## src/rtl/booth_radix4_mult.sv

```systemverilog
// Sequential radix-4 (modified) Booth multiplier with a start/busy/done handshake.
// Retires one Booth digit per clock and supports signed or unsigned operands per operation.
module booth_radix4_mult #(
    parameter int WIDTH = 16
) (
    input  logic                 clk,
    input  logic                 reset,
    input  logic                 start,
    input  logic                 signed_mode,
    input  logic [WIDTH-1:0]     in_A,
    input  logic [WIDTH-1:0]     in_B,
    output logic                 busy,
    output logic                 done,
    output logic [2*WIDTH-1:0]   product
);

    localparam int EW    = WIDTH + 2;             // extended operand width
    localparam int PW    = WIDTH + 4;             // partial-product arithmetic width
    localparam int RW    = 2 * EW + 1;            // {accumulator high, multiplier/low product, window bit}
    localparam int NSTEP = WIDTH / 2 + 1;
    localparam int CW    = $clog2(NSTEP + 1);

    typedef enum logic {
        IDLE,
        CALC
    } state_t;

    state_t               state_q, state_d;
    logic [EW-1:0]        a_q, a_d;
    logic [RW-1:0]        acc_q, acc_d;
    logic [CW-1:0]        step_q, step_d;
    logic [2*WIDTH-1:0]   product_q, product_d;
    logic                 done_q, done_d;

    logic [EW-1:0]        a_ext;
    logic [EW-1:0]        b_ext;
    logic [PW-1:0]        a_wide;
    logic [PW-1:0]        a_dbl;
    logic [PW-1:0]        pp;
    logic [PW-1:0]        hi_wide;
    logic [PW-1:0]        sum;
    logic [RW-1:0]        stepped;

    assign a_ext = {{2{signed_mode & in_A[WIDTH-1]}}, in_A};
    assign b_ext = {{2{signed_mode & in_B[WIDTH-1]}}, in_B};

    assign a_wide = {{2{a_q[EW-1]}}, a_q};
    assign a_dbl  = {a_q[EW-1], a_q, 1'b0};

    // The low three bits of the combined register are the Booth window {b[2i+1], b[2i], b[2i-1]}.
    always_comb begin
        pp = '0;
        unique case (acc_q[2:0])
            3'b001, 3'b010: pp = a_wide;
            3'b011:         pp = a_dbl;
            3'b100:         pp = ~a_dbl + PW'(1);
            3'b101, 3'b110: pp = ~a_wide + PW'(1);
            default:        pp = '0;
        endcase
    end

    // Sign-extended high half plus digit, then the whole register shifts right by two.
    assign hi_wide = {{2{acc_q[RW-1]}}, acc_q[RW-1:RW-EW]};
    assign sum     = hi_wide + pp;
    assign stepped = {sum, acc_q[EW:2]};

    // NOTE: every signal written here gets a default first, so no path leaves it unassigned and no latch is inferred.
    always_comb begin
        state_d   = state_q;
        a_d       = a_q;
        acc_d     = acc_q;
        step_d    = step_q;
        product_d = product_q;
        done_d    = 1'b0;
        unique case (state_q)
            IDLE: begin
                if (start) begin
                    state_d = CALC;
                    a_d     = a_ext;
                    acc_d   = {{EW{1'b0}}, b_ext, 1'b0};
                    step_d  = '0;
                end
            end
            CALC: begin
                acc_d  = stepped;
                step_d = step_q + CW'(1);
                if (step_q == CW'(NSTEP - 1)) begin
                    state_d   = IDLE;
                    product_d = stepped[2*WIDTH:1];
                    done_d    = 1'b1;
                end
            end
            default: state_d = IDLE;
        endcase
    end

    // NOTE: state registers use non-blocking assignments so every flop samples pre-edge values.
    always_ff @(posedge clk) begin
        if (reset) begin
            state_q   <= IDLE;
            a_q       <= '0;
            acc_q     <= '0;
            step_q    <= '0;
            product_q <= '0;
            done_q    <= 1'b0;
        end else begin
            state_q   <= state_d;
            a_q       <= a_d;
            acc_q     <= acc_d;
            step_q    <= step_d;
            product_q <= product_d;
            done_q    <= done_d;
        end
    end

    assign busy    = (state_q == CALC);
    assign done    = done_q;
    assign product = product_q;

endmodule

```

## config.mk

```make
export PLATFORM = sky130hd
export DESIGN_NAME = booth_radix4_mult
export DESIGN_NICKNAME = d
export VERILOG_FILES = /design/src/rtl/booth_radix4_mult.sv
export SDC_FILE = /design/constraint.sdc
export NUM_CORES = 1
export LEC_CHECK = 0
export ABC_AREA = 1
export CORE_MARGIN = 5
export CORE_UTILIZATION = 55
export CTS_BUF_LIST = sky130_fd_sc_hd__clkbuf_2
export CTS_CLUSTER_SIZE = 30
export DETAILED_ROUTE_END_ITERATION = 16
export MAX_ROUTING_LAYER = met4
export PLACE_DENSITY_LB_ADDON = 0.05
export SLEW_MARGIN = 20
export SYNTH_ARGS = -nofsm -noshare
export SYNTH_HDL_FRONTEND = slang
export SYNTH_SLANG_ARGS = --single-unit
```

## constraint.sdc

```tcl
create_clock -name clk -period 4.5 [get_ports clk]
set_input_delay 0.675 -clock clk [delete_from_list [all_inputs] [get_ports clk]]
set_output_delay 0.675 -clock clk [all_outputs]
set_load 0.05 [all_outputs]
```

==> impl_metrics.prom, run 1 <==
# TYPE chip_impl_metric gauge
chip_impl_info{name="status",value="finished clean"} 1
chip_impl_info{name="synth_top_cells_by_area",value="dfxtp_1 (35%), nand2_1 (14%), inv_1 (5.7%), a21oi_1 (5.4%), ha_1 (5.3%)"} 1
chip_impl_metric{name="dp.final_hpwl",unit="um"} 10300
chip_impl_info{name="timing.setup.critical_path_class",value="flip-flop to flip-flop"} 1
chip_impl_metric{name="totalNegativeSetupSlack",unit="ns"} 0
chip_impl_metric{name="first_pass_grt_wire_length",unit="um"} 22900
chip_impl_metric{name="path_max_fanout",unit=""} 5
chip_impl_metric{name="pin_count_of_the_biggest_net_entering_global_routing",unit=""} 36
chip_impl_metric{name="r2r_slack",unit="ns"} 1.30
chip_impl_metric{name="core.rowCount",unit=""} 35
chip_impl_metric{name="pint",unit="W"} 0.00106
chip_impl_metric{name="worst_skew_pair_latency",unit="ns"} 0.57
chip_impl_metric{name="max-clock-path-buffers",unit=""} 2
chip_impl_metric{name="clkSinkCount",unit=""} 92
chip_impl_metric{name="cap_violations",unit=""} 0
chip_impl_info{name="crit-reg2reg-launch",value="a_q[0]"} 1
chip_impl_metric{name="max-vdd-ir-drop",unit="mV"} 0.154
chip_impl_metric{name="cell_area_placed",unit="um^2"} 5940
chip_impl_metric{name="instances_no_fill",unit=""} 926
chip_impl_metric{name="fmaxAchievable",unit="MHz"} 313
chip_impl_metric{name="finalInstanceArea",unit="um^2"} 6050
chip_impl_info{name="reg2reg_to",value="acc_q[27]"} 1
chip_impl_metric{name="p_leak",unit="nW"} 2.62
chip_impl_info{name="tritoncts",value="yes"} 1
chip_impl_metric{name="yosys_warnings",unit=""} 0
chip_impl_metric{name="vias_in_the_first_global_route",unit=""} 4844
chip_impl_metric{name="finalSetupViolations",unit=""} 0
chip_impl_metric{name="clockPowerShare",unit=""} 0.260
chip_impl_metric{name="cellPowerDensity",unit="nW/um^2"} 267
chip_impl_metric{name="unique_masters_post_synth",unit=""} 44
chip_impl_metric{name="post-route-drc-count",unit=""} 0
chip_impl_info{name="grt_setup_unrepaired",value="no"} 1
chip_impl_metric{name="residual_overflow_from_global_routing",unit=""} 0
chip_impl_metric{name="synth_seq_area_share",unit=""} 0.354
chip_impl_info{name="cp-end-kind",value="flip-flop"} 1
chip_impl_info{name="cts_root_buf",value="clkbuf_2"} 1
chip_impl_metric{name="finalCriticalPeriod",unit="ns"} 3.20
chip_impl_metric{name="worst_margin_slew",unit="ns"} 0.839
chip_impl_metric{name="fp.dieArea",unit="um^2"} 11500
chip_impl_metric{name="share_of_the_clock_period_used_by_the_worst_path",unit=""} 0.710
chip_impl_metric{name="cts.repair.resized",unit=""} 0
chip_impl_metric{name="final_layout_net_count",unit=""} 851
chip_impl_metric{name="grt_util_all_layers",unit=""} 0.251
chip_impl_metric{name="die_height",unit="um"} 107
chip_impl_metric{name="postRouteWirelength",unit="um"} 13600
chip_impl_metric{name="drv_slew",unit=""} 0
chip_impl_metric{name="total_power",unit="W"} 0.00161
chip_impl_metric{name="arrival",unit="ns"} 3.71
chip_impl_metric{name="initial_utilization",unit=""} 0.563
chip_impl_info{name="netlist.top_cell.by_area",value="dfxtp_1"} 1
chip_impl_metric{name="nFillCells",unit=""} 862
chip_impl_metric{name="initialDrtViolationCount",unit=""} 349
chip_impl_metric{name="antenna_found_initial",unit=""} 0
chip_impl_metric{name="clk_pin_slew_worst_setup_hold_paths",unit="ns"} 0.29
chip_impl_metric{name="clock_tree.htree_level_count",unit=""} 3
chip_impl_metric{name="power.share.switching",unit=""} 0.345
chip_impl_metric{name="area_of_the_core",unit="um^2"} 9240
chip_impl_metric{name="worst_r2r_path_depth",unit=""} 14
chip_impl_metric{name="antenna_left",unit=""} 0
chip_impl_metric{name="final-hold-violation-count",unit=""} 0
chip_impl_metric{name="synth_largest_type_area_fraction",unit=""} 0.354
chip_impl_metric{name="place.port_buffers",unit=""} 69
chip_impl_info{name="setup.worst_path.start_class",value="flip-flop"} 1
chip_impl_metric{name="synthesis.area",unit="um^2"} 5200
chip_impl_metric{name="sequential_cell_area",unit="um^2"} 1840
chip_impl_metric{name="power_frac_seq",unit=""} 0.540
chip_impl_metric{name="top_level_ports",unit=""} 70
chip_impl_metric{name="die_width",unit="um"} 107
chip_impl_metric{name="place_inst",unit=""} 910
chip_impl_metric{name="syn_avg_cell_area",unit="um^2"} 7.09
chip_impl_metric{name="avgViaCountPerCell",unit=""} 5.45
chip_impl_metric{name="detail_route.wl_per_cell",unit="um"} 14.7
chip_impl_metric{name="diodes",unit=""} 0
chip_impl_metric{name="via_count",unit=""} 5051
chip_impl_metric{name="syn-num-nets",unit=""} 792
chip_impl_metric{name="syn-instance-count",unit=""} 733
chip_impl_metric{name="combinationalPowerShare",unit=""} 0.200
chip_impl_metric{name="syn2layout_area_growth",unit="%"} 16.3
chip_impl_metric{name="globalplace.congestion",unit=""} 0.998
chip_impl_metric{name="drive_above_1_share",unit=""} 0.0590
chip_impl_metric{name="timing.clock.skew",unit="ns"} 0.0308
chip_impl_metric{name="cp.required",unit="ns"} 5.01
chip_impl_metric{name="timing.max_slew.rel_slack",unit=""} 0.440
chip_impl_metric{name="numCtsBuffers",unit=""} 9
chip_impl_metric{name="post-cts-setup-buffer-count",unit=""} 0
chip_impl_info{name="worst_hold_path_type",value="flip-flop to flip-flop"} 1
chip_impl_info{name="critPathCapture",value="acc_q[27]"} 1
chip_impl_metric{name="ys_ff_latch",unit=""} 92
chip_impl_metric{name="postCtsHoldBufs",unit=""} 0
chip_impl_metric{name="multi_input_combinational_cell_area",unit="um^2"} 2880
chip_impl_metric{name="firstDrtPassIters",unit=""} 5
chip_impl_metric{name="switchingPower",unit="W"} 0.000557
chip_impl_info{name="critPathLaunch",value="a_q[0]"} 1
-- flip-flops by register name (all words and copies together) (netlist names) --
name	cells
busy	1
a_q	17
step_q	4
product	32
acc_q	37
done	1
-- layer usage --
metal  global-route usage  wire, um  vias up  part of all wire
li1                     -         -     2561                 -
met4               0.0447       134        0            0.0099
met5                    -         0        -                 0
met3               0.0421       680       16             0.050
met1                0.336      6460     2312              0.48
met2                0.407      6330      162              0.47
-- power groups by stage --
stage | logic, W | clock network, W | registers [W]
2_1_floorplan | 0.000230 | 0 | 0.000881
3_3_place_gp | 0.000315 | 0 | 0.000886
3_5_place_dp | 0.000318 | 0 | 0.000886
4_1_cts | 0.000319 | 0.000425 | 0.000872
5_1_grt | 0.000359 | 0.000465 | 0.000877
6_report | 0.000322 | 0.000419 | 0.000872
-- kinds of logic after synthesis --
family	count (synthesis)	synth area share
fa+ha+maj	23	0.0568
flops	92	0.354
simple gates	326	0.272
buf+inv	110	0.0919
compound gates	163	0.193
xor+xnor	19	0.0320
-- worst min-delay path by stage --
stage                            from     endpoint  slack (ns)  cells after the start
after floorplan             acc_q[27]    acc_q[27]        0.45                      2
after global placement    product[29]  product[29]        0.44                      2
after detailed placement  product[29]  product[29]        0.44                      2
after CTS                 product[29]  product[29]        0.47                      2
after global routing       product[3]   product[3]        0.51                      2
final                     product[29]  product[29]        0.47                      2
-- area by class of cell --
type | count | share of cell area
flip-flops and latches | 92 | 0.305
repair buffers | 76 | 0.123
well taps | 129 | 0.0267
multi-input cells | 531 | 0.476
clock inverters | 7 | 0.0112
clock buffers | 9 | 0.00745
inverters | 82 | 0.0509
-- synth_stat cells (all sizes together) --
master     n
clkinv     2
o21ai     48
a22o      13
o211ai     1
xor2      18
or2        6
o2111ai    4
fa         1
o21a       1
o31ai      1
o221ai     9
nor3       6
nand3b     6
a221o      5
nor2      54
nand4      9
a32o       2
nand3     44
a221oi     1
a21o       3
nand2    197
a31oi      4
inv       80
nor4       2
ha        22
xnor2      1
and2       2
a21oi     59
o22ai     11
o21bai     1
dfxtp     92
buf        7
clkbuf    21
-- per-stage QoR --
| stage | setup WS, ns | hold slack [ns] | util |
|---|---|---|---|
| final | 1.30 | 0.472 | 0.655 |
| after global routing | 0.962 | 0.510 | 0.655 |
| after CTS | 1.31 | 0.474 | 0.655 |
| after detailed placement | 1.34 | 0.442 | 0.642 |
| after global placement | 1.38 | 0.437 | 0.642 |
| after floorplan | 1.83 | 0.446 | - |
-- cell usage in the layout (no fill, tap or decap), types with 2 or more instances in the layout --
master and count:
o21ai_1 3, ha_1 22, nand2_2 4, a31oi_1 4, a32o_1 2, clkdlybuf4s50_1 69, a221o_1 5, nor2_2 7
clkinv_4 2, o221ai_1 9, a21o_1 3, clkbuf_2 9, clkinv_1 2, inv_6 2, nor2_1 45, xor2_1 18
o22ai_1 11, nor4_1 2, or2_2 2, o2111ai_1 4, nand2_1 193, inv_1 79, a21oi_2 3, o21ai_0 45
nor3_1 6, nand3_1 40, and2_1 2, a21oi_1 56, nor2_4 2, dfxtp_1 92, a22o_1 12, nand3_2 4
nand4_1 9, nand3b_1 6, or2_1 4, buf_4 7
-- critical path, stage by stage (launching register included) --
cell and delay (ns):
dfxtp_1 0.38, inv_1 0.14, ha_1 0.22, nand3_2 0.14, nor2_4 0.15, nand3_1 0.12, xor2_1 0.18, a221o_1 0.34
ha_1 0.37, a21o_1 0.22, a31oi_1 0.16, nand3_1 0.21, xor2_1 0.29, nand2_1 0.09, a21oi_1 0.14
Note: power is estimated with default switching activity, not from simulation.
==> inputs of run 2 (changes only) <==
==> constraint.sdc (replaced) <==
create_clock -name clk -period 3.2 [get_ports clk]
set_input_delay 0.48 -clock clk [delete_from_list [all_inputs] [get_ports clk]]
set_output_delay 0.48 -clock clk [all_outputs]
set_load 0.05 [all_outputs]
==> impl_metrics.prom, run 2 (same netlist as run 1, synthesis figures left out) <==
# TYPE chip_impl_metric gauge
chip_impl_info{name="status",value="finished clean"} 1
chip_impl_metric{name="vias_in_the_first_global_route",unit=""} 4931
chip_impl_metric{name="share_of_the_clock_period_used_by_the_worst_path",unit=""} 0.959
chip_impl_metric{name="top_level_ports",unit=""} 70
chip_impl_metric{name="initial_utilization",unit=""} 0.563
chip_impl_metric{name="fmaxAchievable",unit="MHz"} 326
chip_impl_metric{name="via_count",unit=""} 5216
chip_impl_info{name="setup.worst_path.start_class",value="flip-flop"} 1
chip_impl_metric{name="cp.required",unit="ns"} 3.71
chip_impl_metric{name="cell_area_placed",unit="um^2"} 5960
chip_impl_metric{name="p_leak",unit="nW"} 2.69
chip_impl_info{name="timing.setup.critical_path_class",value="flip-flop to flip-flop"} 1
chip_impl_metric{name="fp.dieArea",unit="um^2"} 11500
chip_impl_metric{name="area_of_the_core",unit="um^2"} 9240
chip_impl_metric{name="diodes",unit=""} 0
chip_impl_metric{name="instances_no_fill",unit=""} 937
chip_impl_metric{name="max-clock-path-buffers",unit=""} 2
chip_impl_info{name="cts_root_buf",value="clkbuf_2"} 1
chip_impl_info{name="crit_family",value="simple AND/OR/NAND/NOR gates"} 1
chip_impl_metric{name="first_pass_grt_wire_length",unit="um"} 23000
chip_impl_metric{name="worst_margin_slew",unit="ns"} 0.577
chip_impl_info{name="cp-end-kind",value="flip-flop"} 1
chip_impl_metric{name="timing.clock.skew",unit="ns"} 0.0344
chip_impl_metric{name="dp.final_hpwl",unit="um"} 10500
chip_impl_metric{name="largest_register_ff_count",unit=""} 37
chip_impl_metric{name="syn2layout_area_growth",unit="%"} 21.4
chip_impl_metric{name="nFillCells",unit=""} 811
chip_impl_info{name="mostFrequentLayoutCell",value="nand2_1"} 1
chip_impl_metric{name="multi_input_combinational_cell_area",unit="um^2"} 3070
chip_impl_metric{name="drive_above_1_share",unit=""} 0.121
chip_impl_metric{name="post-route-drc-count",unit=""} 0
chip_impl_info{name="path_cells",value="inv_1, ha_4, nand3_4, nor2_4, nand3_2, xor2_1, a221o_1, ha_4, nand2_1, nor2_1, nand3_1, nand3_2, nand2_1, nand3b_1, nand3_1, a21oi_1"} 1
chip_impl_metric{name="totalNegativeSetupSlack",unit="ns"} 0
chip_impl_info{name="tritoncts",value="yes"} 1
chip_impl_metric{name="finalSetupViolations",unit=""} 0
chip_impl_metric{name="path_max_fanout",unit=""} 6
chip_impl_metric{name="critical_path_buf_inv_count",unit=""} 1
chip_impl_metric{name="place_inst",unit=""} 913
chip_impl_info{name="max_flop_register",value="acc_q"} 1
chip_impl_metric{name="place.port_buffers",unit=""} 69
chip_impl_metric{name="clock_tree.htree_level_count",unit=""} 3
chip_impl_metric{name="firstDrtPassIters",unit=""} 5
chip_impl_metric{name="antenna_left",unit=""} 0
chip_impl_metric{name="grt_util_all_layers",unit=""} 0.254
chip_impl_metric{name="r2r_slack",unit="ns"} 0.13
chip_impl_metric{name="detail_route.wl_per_cell",unit="um"} 15.2
chip_impl_metric{name="numCtsBuffers",unit=""} 9
chip_impl_metric{name="arrival",unit="ns"} 3.58
chip_impl_metric{name="clkSinkCount",unit=""} 92
chip_impl_metric{name="initialDrtViolationCount",unit=""} 275
chip_impl_metric{name="avgViaCountPerCell",unit=""} 5.57
chip_impl_metric{name="core.rowCount",unit=""} 35
chip_impl_metric{name="residual_overflow_from_global_routing",unit=""} 0
chip_impl_metric{name="postCtsHoldBufs",unit=""} 0
chip_impl_metric{name="drv_slew",unit=""} 0
chip_impl_info{name="layout_common_cells",value="nand2_1 (186), dfxtp_1 (90), inv_1 (78)"} 1
chip_impl_metric{name="finalCriticalPeriod",unit="ns"} 3.07
chip_impl_metric{name="finalInstanceArea",unit="um^2"} 6310
chip_impl_metric{name="final-hold-violation-count",unit=""} 0
chip_impl_metric{name="pin_count_of_the_biggest_net_entering_global_routing",unit=""} 33
chip_impl_metric{name="cap_violations",unit=""} 0
chip_impl_info{name="crit_slowest_cell",value="dfxtp_2"} 1
chip_impl_metric{name="worst_skew_pair_latency",unit="ns"} 0.57
chip_impl_info{name="worst_hold_path_type",value="flip-flop to flip-flop"} 1
chip_impl_metric{name="antenna_found_initial",unit=""} 0
chip_impl_metric{name="max_stage_delay",unit="ns"} 0.39
chip_impl_metric{name="globalplace.congestion",unit=""} 0.948
chip_impl_metric{name="die_height",unit="um"} 107
chip_impl_metric{name="max-vdd-ir-drop",unit="mV"} 0.192
chip_impl_metric{name="timing.max_slew.rel_slack",unit=""} 0.613
chip_impl_metric{name="die_width",unit="um"} 107
chip_impl_metric{name="cellPowerDensity",unit="nW/um^2"} 368
chip_impl_metric{name="postRouteWirelength",unit="um"} 14200
chip_impl_metric{name="final_layout_net_count",unit=""} 862
chip_impl_metric{name="sequential_cell_area",unit="um^2"} 1840
chip_impl_metric{name="clk_pin_slew_worst_setup_hold_paths",unit="ns"} 0.30
[run 2: routing by layer]
metal  vias to the layer above  global-route usage  part of all wire
li1                       2593                   -                 -
met1                      2397               0.327              0.45
met2                       201               0.409              0.47
met3                        25              0.0325             0.056
met4                         0              0.0941             0.022
met5                         -                   -                 0
[run 2: worst paths after layout]
| check | to | cells past startpoint | from |
|---|---|---|---|
| worst max-delay path | acc_q[35] | 16 | a_q[0] |
| worst min-delay path | product[29] | 2 | product[29] |
| worst max register to register | acc_q[35] | 16 | a_q[0] |
| worst min register to register | product[29] | 2 | product[29] |
[run 2: what timing repair did]
| item | in CTS | in global routing |
|---|---|---|
| setup endpoints to repair | 0 | 19 |
| buffers inserted | 0 | 8 |
| resized for setup | 0 | 51 |
[run 2: final cells by class]
cell class	count	area share
Tap cell	129	0.0256
Sequential cell	92	0.292
Timing Repair Buffer	87	0.131
Clock inverter	6	0.00892
Clock buffer	10	0.00793
Multi-Input combinational cell	531	0.486
Inverter	82	0.0488
[run 2: where the power goes]
group	leakage (nW)	internal, W	switching, W
clock	0.0670	0.000125	0.000449
sequential	0.749	0.00119	0.0000374
combinational	1.88	0.000203	0.000314
total	2.69	0.00152	0.000800
[run 2: metrics by stage]
step / hold slack, ns / setup WS [ns] / power, W / utilization
2_1_floorplan: 0.446 / 0.526 / 0.00156 / -
3_3_place_gp: 0.436 / 0.146 / 0.00169 / 0.645
3_5_place_dp: 0.443 / 0.107 / 0.00170 / 0.645
4_1_cts: 0.474 / 0.0380 / 0.00226 / 0.656
5_1_grt: 0.467 / -0.0456 / 0.00243 / 0.683
6_report: 0.471 / 0.130 / 0.00232 / 0.683
[run 2: worst reg2reg max path, cell delays in order (launching register included)]
cell and delay [ns]:
dfxtp_2 0.39, inv_1 0.11, ha_4 0.17, nand3_4 0.10
nor2_4 0.21, nand3_2 0.12, xor2_1 0.18, a221o_1 0.39
ha_4 0.34, nand2_1 0.10, nor2_1 0.19, nand3_1 0.13
nand3_2 0.16, nand2_1 0.11, nand3b_1 0.10, nand3_1 0.08
a21oi_1 0.13
==> inputs of run 3 (changes only) <==
--- a/config.mk
+++ b/config.mk
@@ -5,12 +5,12 @@
 export SDC_FILE = /design/constraint.sdc
 export NUM_CORES = 1
 export LEC_CHECK = 0
-export ABC_AREA = 1
 export CORE_MARGIN = 5
 export CORE_UTILIZATION = 55
 export CTS_BUF_LIST = sky130_fd_sc_hd__clkbuf_2
 export CTS_CLUSTER_SIZE = 30
 export DETAILED_ROUTE_END_ITERATION = 16
+export HOLD_SLACK_MARGIN = 0.02
 export MAX_ROUTING_LAYER = met4
 export PLACE_DENSITY_LB_ADDON = 0.05
 export SLEW_MARGIN = 20
==> impl_metrics.prom, run 3 <==
# TYPE chip_impl_metric gauge
chip_impl_metric{name="worst_margin_slew",unit="ns"} 0.738
chip_impl_metric{name="timing.clock.skew",unit="ns"} 0.0520
chip_impl_metric{name="detail_route.wl_per_cell",unit="um"} 16.3
chip_impl_metric{name="max-clock-path-buffers",unit=""} 2
chip_impl_metric{name="antenna_left",unit=""} 0
chip_impl_metric{name="initial_utilization",unit=""} 0.563
chip_impl_info{name="failing_checks",value="setup timing"} 1
chip_impl_metric{name="grt_util_all_layers",unit=""} 0.278
chip_impl_info{name="postSynth.topFlopCell",value="dfxtp_1"} 1
chip_impl_metric{name="arrival",unit="ns"} 4.13
chip_impl_info{name="mostFrequentLayoutCell",value="nand2_1"} 1
chip_impl_metric{name="post-route-drc-count",unit=""} 0
chip_impl_metric{name="total_power",unit="W"} 0.00250
chip_impl_metric{name="clk_pin_slew_worst_setup_hold_paths",unit="ns"} 0.31
chip_impl_metric{name="drive_above_1_share",unit=""} 0.213
chip_impl_metric{name="synth-async-reset-ratio",unit=""} 0
chip_impl_metric{name="p_leak",unit="nW"} 2.95
chip_impl_metric{name="postRouteWirelength",unit="um"} 16300
chip_impl_metric{name="number_of_enable_type_register_cells_in_the_synthesized_netlist",unit=""} 0
chip_impl_metric{name="yosys_warnings",unit=""} 0
chip_impl_metric{name="combinationalPowerShare",unit=""} 0.274
chip_impl_metric{name="syn2layout_area_growth",unit="%"} 33.8
chip_impl_metric{name="synth_seq_area_share",unit=""} 0.336
chip_impl_info{name="synth.most_common_cell",value="nand2_1"} 1
chip_impl_metric{name="fp.dieArea",unit="um^2"} 12100
chip_impl_metric{name="worst_skew_pair_latency",unit="ns"} 0.62
chip_impl_metric{name="holdWs",unit="ns"} 0.370
chip_impl_info{name="grt_setup_unrepaired",value="yes"} 1
chip_impl_info{name="crit_slowest_cell",value="or4_4"} 1
chip_impl_metric{name="via_count",unit=""} 5701
chip_impl_metric{name="largest_register_ff_count",unit=""} 37
chip_impl_metric{name="vias_in_the_first_global_route",unit=""} 5529
chip_impl_metric{name="power.share.switching",unit=""} 0.342
chip_impl_metric{name="die_width",unit="um"} 110
chip_impl_metric{name="final_layout_net_count",unit=""} 921
chip_impl_metric{name="place.port_buffers",unit=""} 69
chip_impl_metric{name="finalCriticalPeriod",unit="ns"} 3.61
chip_impl_metric{name="max_stage_delay",unit="ns"} 0.43
chip_impl_metric{name="fmaxAchievable",unit="MHz"} 277
chip_impl_metric{name="finalSetupViolations",unit=""} 16
chip_impl_info{name="hp-start",value="reset"} 1
chip_impl_info{name="synth_top_cells_by_area",value="dfxtp_1 (34%), a21oi_1 (11%), nand2_1 (8.4%), nor2_1 (5.7%), ha_1 (5.0%)"} 1
chip_impl_metric{name="multi_input_combinational_cell_area",unit="um^2"} 3680
chip_impl_metric{name="ys_ff_latch",unit=""} 92
chip_impl_metric{name="switchingPower",unit="W"} 0.000855
chip_impl_info{name="setup.worst_path.start_class",value="flip-flop"} 1
chip_impl_info{name="timing.setup.critical_path_class",value="flip-flop to flip-flop"} 1
chip_impl_metric{name="clkSinkCount",unit=""} 92
chip_impl_metric{name="dp.final_hpwl",unit="um"} 11800
chip_impl_metric{name="die_height",unit="um"} 110
chip_impl_metric{name="clock_tree.htree_level_count",unit=""} 3
chip_impl_metric{name="area_of_the_core",unit="um^2"} 9730
chip_impl_info{name="cp-end-kind",value="flip-flop"} 1
chip_impl_metric{name="syn-instance-count",unit=""} 733
chip_impl_metric{name="numCtsBuffers",unit=""} 9
chip_impl_metric{name="cp.required",unit="ns"} 3.72
chip_impl_metric{name="first_pass_grt_wire_length",unit="um"} 25900
chip_impl_metric{name="pre_cts_slack",unit="ns"} -0.402
chip_impl_metric{name="cellPowerDensity",unit="nW/um^2"} 341
chip_impl_metric{name="synth_largest_type_area_fraction",unit=""} 0.336
chip_impl_metric{name="share_of_the_clock_period_used_by_the_worst_path",unit=""} 1.13
chip_impl_metric{name="top_level_ports",unit=""} 70
chip_impl_metric{name="postCtsHoldBufs",unit=""} 0
chip_impl_info{name="layout_common_cells",value="nand2_1 (119), a21oi_1 (99), buf_4 (95)"} 1
chip_impl_metric{name="residual_overflow_from_global_routing",unit=""} 0
chip_impl_metric{name="drv_slew",unit=""} 0
chip_impl_metric{name="timing.max_slew.rel_slack",unit=""} 0.508
chip_impl_metric{name="avgViaCountPerCell",unit=""} 5.70
chip_impl_metric{name="unique_masters_post_synth",unit=""} 61
chip_impl_metric{name="syn-num-nets",unit=""} 792
chip_impl_info{name="yosys-top-cells-count",value="nand2_1 (122), a21oi_1 (115), dfxtp_1 (92), nor2_1 (83), clkbuf_1 (45)"} 1
chip_impl_metric{name="pin_count_of_the_biggest_net_entering_global_routing",unit=""} 65
chip_impl_metric{name="final_critical_path_setup_slack",unit="ns"} -0.408
chip_impl_metric{name="antenna_found_initial",unit=""} 0
chip_impl_metric{name="final-hold-violation-count",unit=""} 0
chip_impl_info{name="netlist.top_cell.by_area",value="dfxtp_1"} 1
chip_impl_metric{name="cap_violations",unit=""} 0
chip_impl_info{name="crit-reg2reg-launch",value="a_q[1]"} 1
chip_impl_metric{name="syn_avg_cell_area",unit="um^2"} 7.47
chip_impl_info{name="status",value="finished with violations"} 1
chip_impl_metric{name="core.rowCount",unit=""} 36
chip_impl_metric{name="synthesis.area",unit="um^2"} 5480
chip_impl_info{name="max_flop_register",value="acc_q"} 1
chip_impl_metric{name="max-vdd-ir-drop",unit="mV"} 0.309
chip_impl_metric{name="globalplace.congestion",unit=""} 0.955
chip_impl_metric{name="pint",unit="W"} 0.00164
chip_impl_metric{name="clockPowerShare",unit=""} 0.236
chip_impl_info{name="cts_root_buf",value="clkbuf_2"} 1
chip_impl_info{name="tritoncts",value="yes"} 1
chip_impl_metric{name="initialDrtViolationCount",unit=""} 371
chip_impl_metric{name="path_max_fanout",unit=""} 6
chip_impl_info{name="worst_hold_path_type",value="primary input to flip-flop"} 1
chip_impl_info{name="path_cells",value="or2_1, or4_4, nand2b_4, nor3_4, buf_4, nor3_1, a21oi_1, o211ai_1, ha_1, buf_4, nand2_1, o21ai_1, a22oi_2, a31oi_2, and4_1, a2111oi_2, xor2_1, o21ai_1"} 1
chip_impl_metric{name="nFillCells",unit=""} 738
chip_impl_metric{name="firstDrtPassIters",unit=""} 5
chip_impl_metric{name="power_frac_seq",unit=""} 0.490
chip_impl_metric{name="diodes",unit=""} 0
chip_impl_metric{name="sequential_cell_area",unit="um^2"} 1840
chip_impl_info{name="critPathLaunch",value="a_q[1]"} 1
[run 3: power by group through the flow]
stage	logic, W	registers, W	clock network [W]
CTS	0.000644	0.00122	0.000597
detailed placement	0.000619	0.00124	0
global placement	0.000607	0.00124	0
global route	0.000743	0.00123	0.000658
finish	0.000685	0.00122	0.000589
floorplan	0.000377	0.00123	0
[run 3: path summary, 6_finish.rpt]
check / end / slack, ns / depth (start not counted)
max: acc_q[35] / -0.41 / 18
min reg2reg: product[21] / 0.48 / 2
min: step_q[1] / 0.37 / 2
max reg2reg: acc_q[35] / -0.41 / 18
[run 3: metrics by stage]
stage          area, um^2  utilization  TNS, ns  cells
2_1_floorplan        5510            -   -0.286    733
3_3_place_gp         6850        0.704    -2.42    973
3_5_place_dp         6850        0.704    -4.75    973
4_1_cts              7100        0.730    -3.16    992
5_1_grt              7330        0.753    -7.92   1000
6_report             7330        0.753    -3.39   1000
[run 3: area by class of cell]
cell class,count,share of cell area
clock buffers,9,0.00615
clock inverters,7,0.00888
inverters,11,0.00563
multi-input cells,578,0.502
flip-flops and latches,92,0.252
well taps,133,0.0227
repair buffers,170,0.202
[run 3: what timing repair did]
action | 4_1_cts | 5_1_grt
buffers inserted | 3 | 8
endpoints found under the setup margin | 22 | 25
gates resized for setup | 26 | 34
pin swaps | 24 | 45
[run 3: layer usage]
layer	track usage	routed length, um	share of wire
met3	0.0505	622	0.038
met1	0.331	7060	0.43
met5	-	0	0
met4	0.111	515	0.032
met2	0.464	8080	0.50
[run 3: cell families (layout without fill, tap and decap cells)]
logic type / after synthesis / count (layout) / share of synthesized area
simple gates: 309 / 309 / 0.278
compound gates: 197 / 197 / 0.203
flops: 92 / 92 / 0.336
buf+inv: 63 / 197 / 0.0455
xor+xnor: 32 / 32 / 0.0525
fa+ha+maj: 23 / 23 / 0.0539
mux: 17 / 17 / 0.0311
[run 3: worst max-delay path, delay by kind of cell, from the launching register on]
| family | cells | cell delay [ns] |
|---|---|---|
| simple gates | 7 | 1.30 |
| compound gates | 7 | 1.01 |
| flops | 1 | 0.39 |
| fa+ha+maj | 1 | 0.34 |
| buf+inv | 2 | 0.30 |
| xor+xnor | 1 | 0.19 |
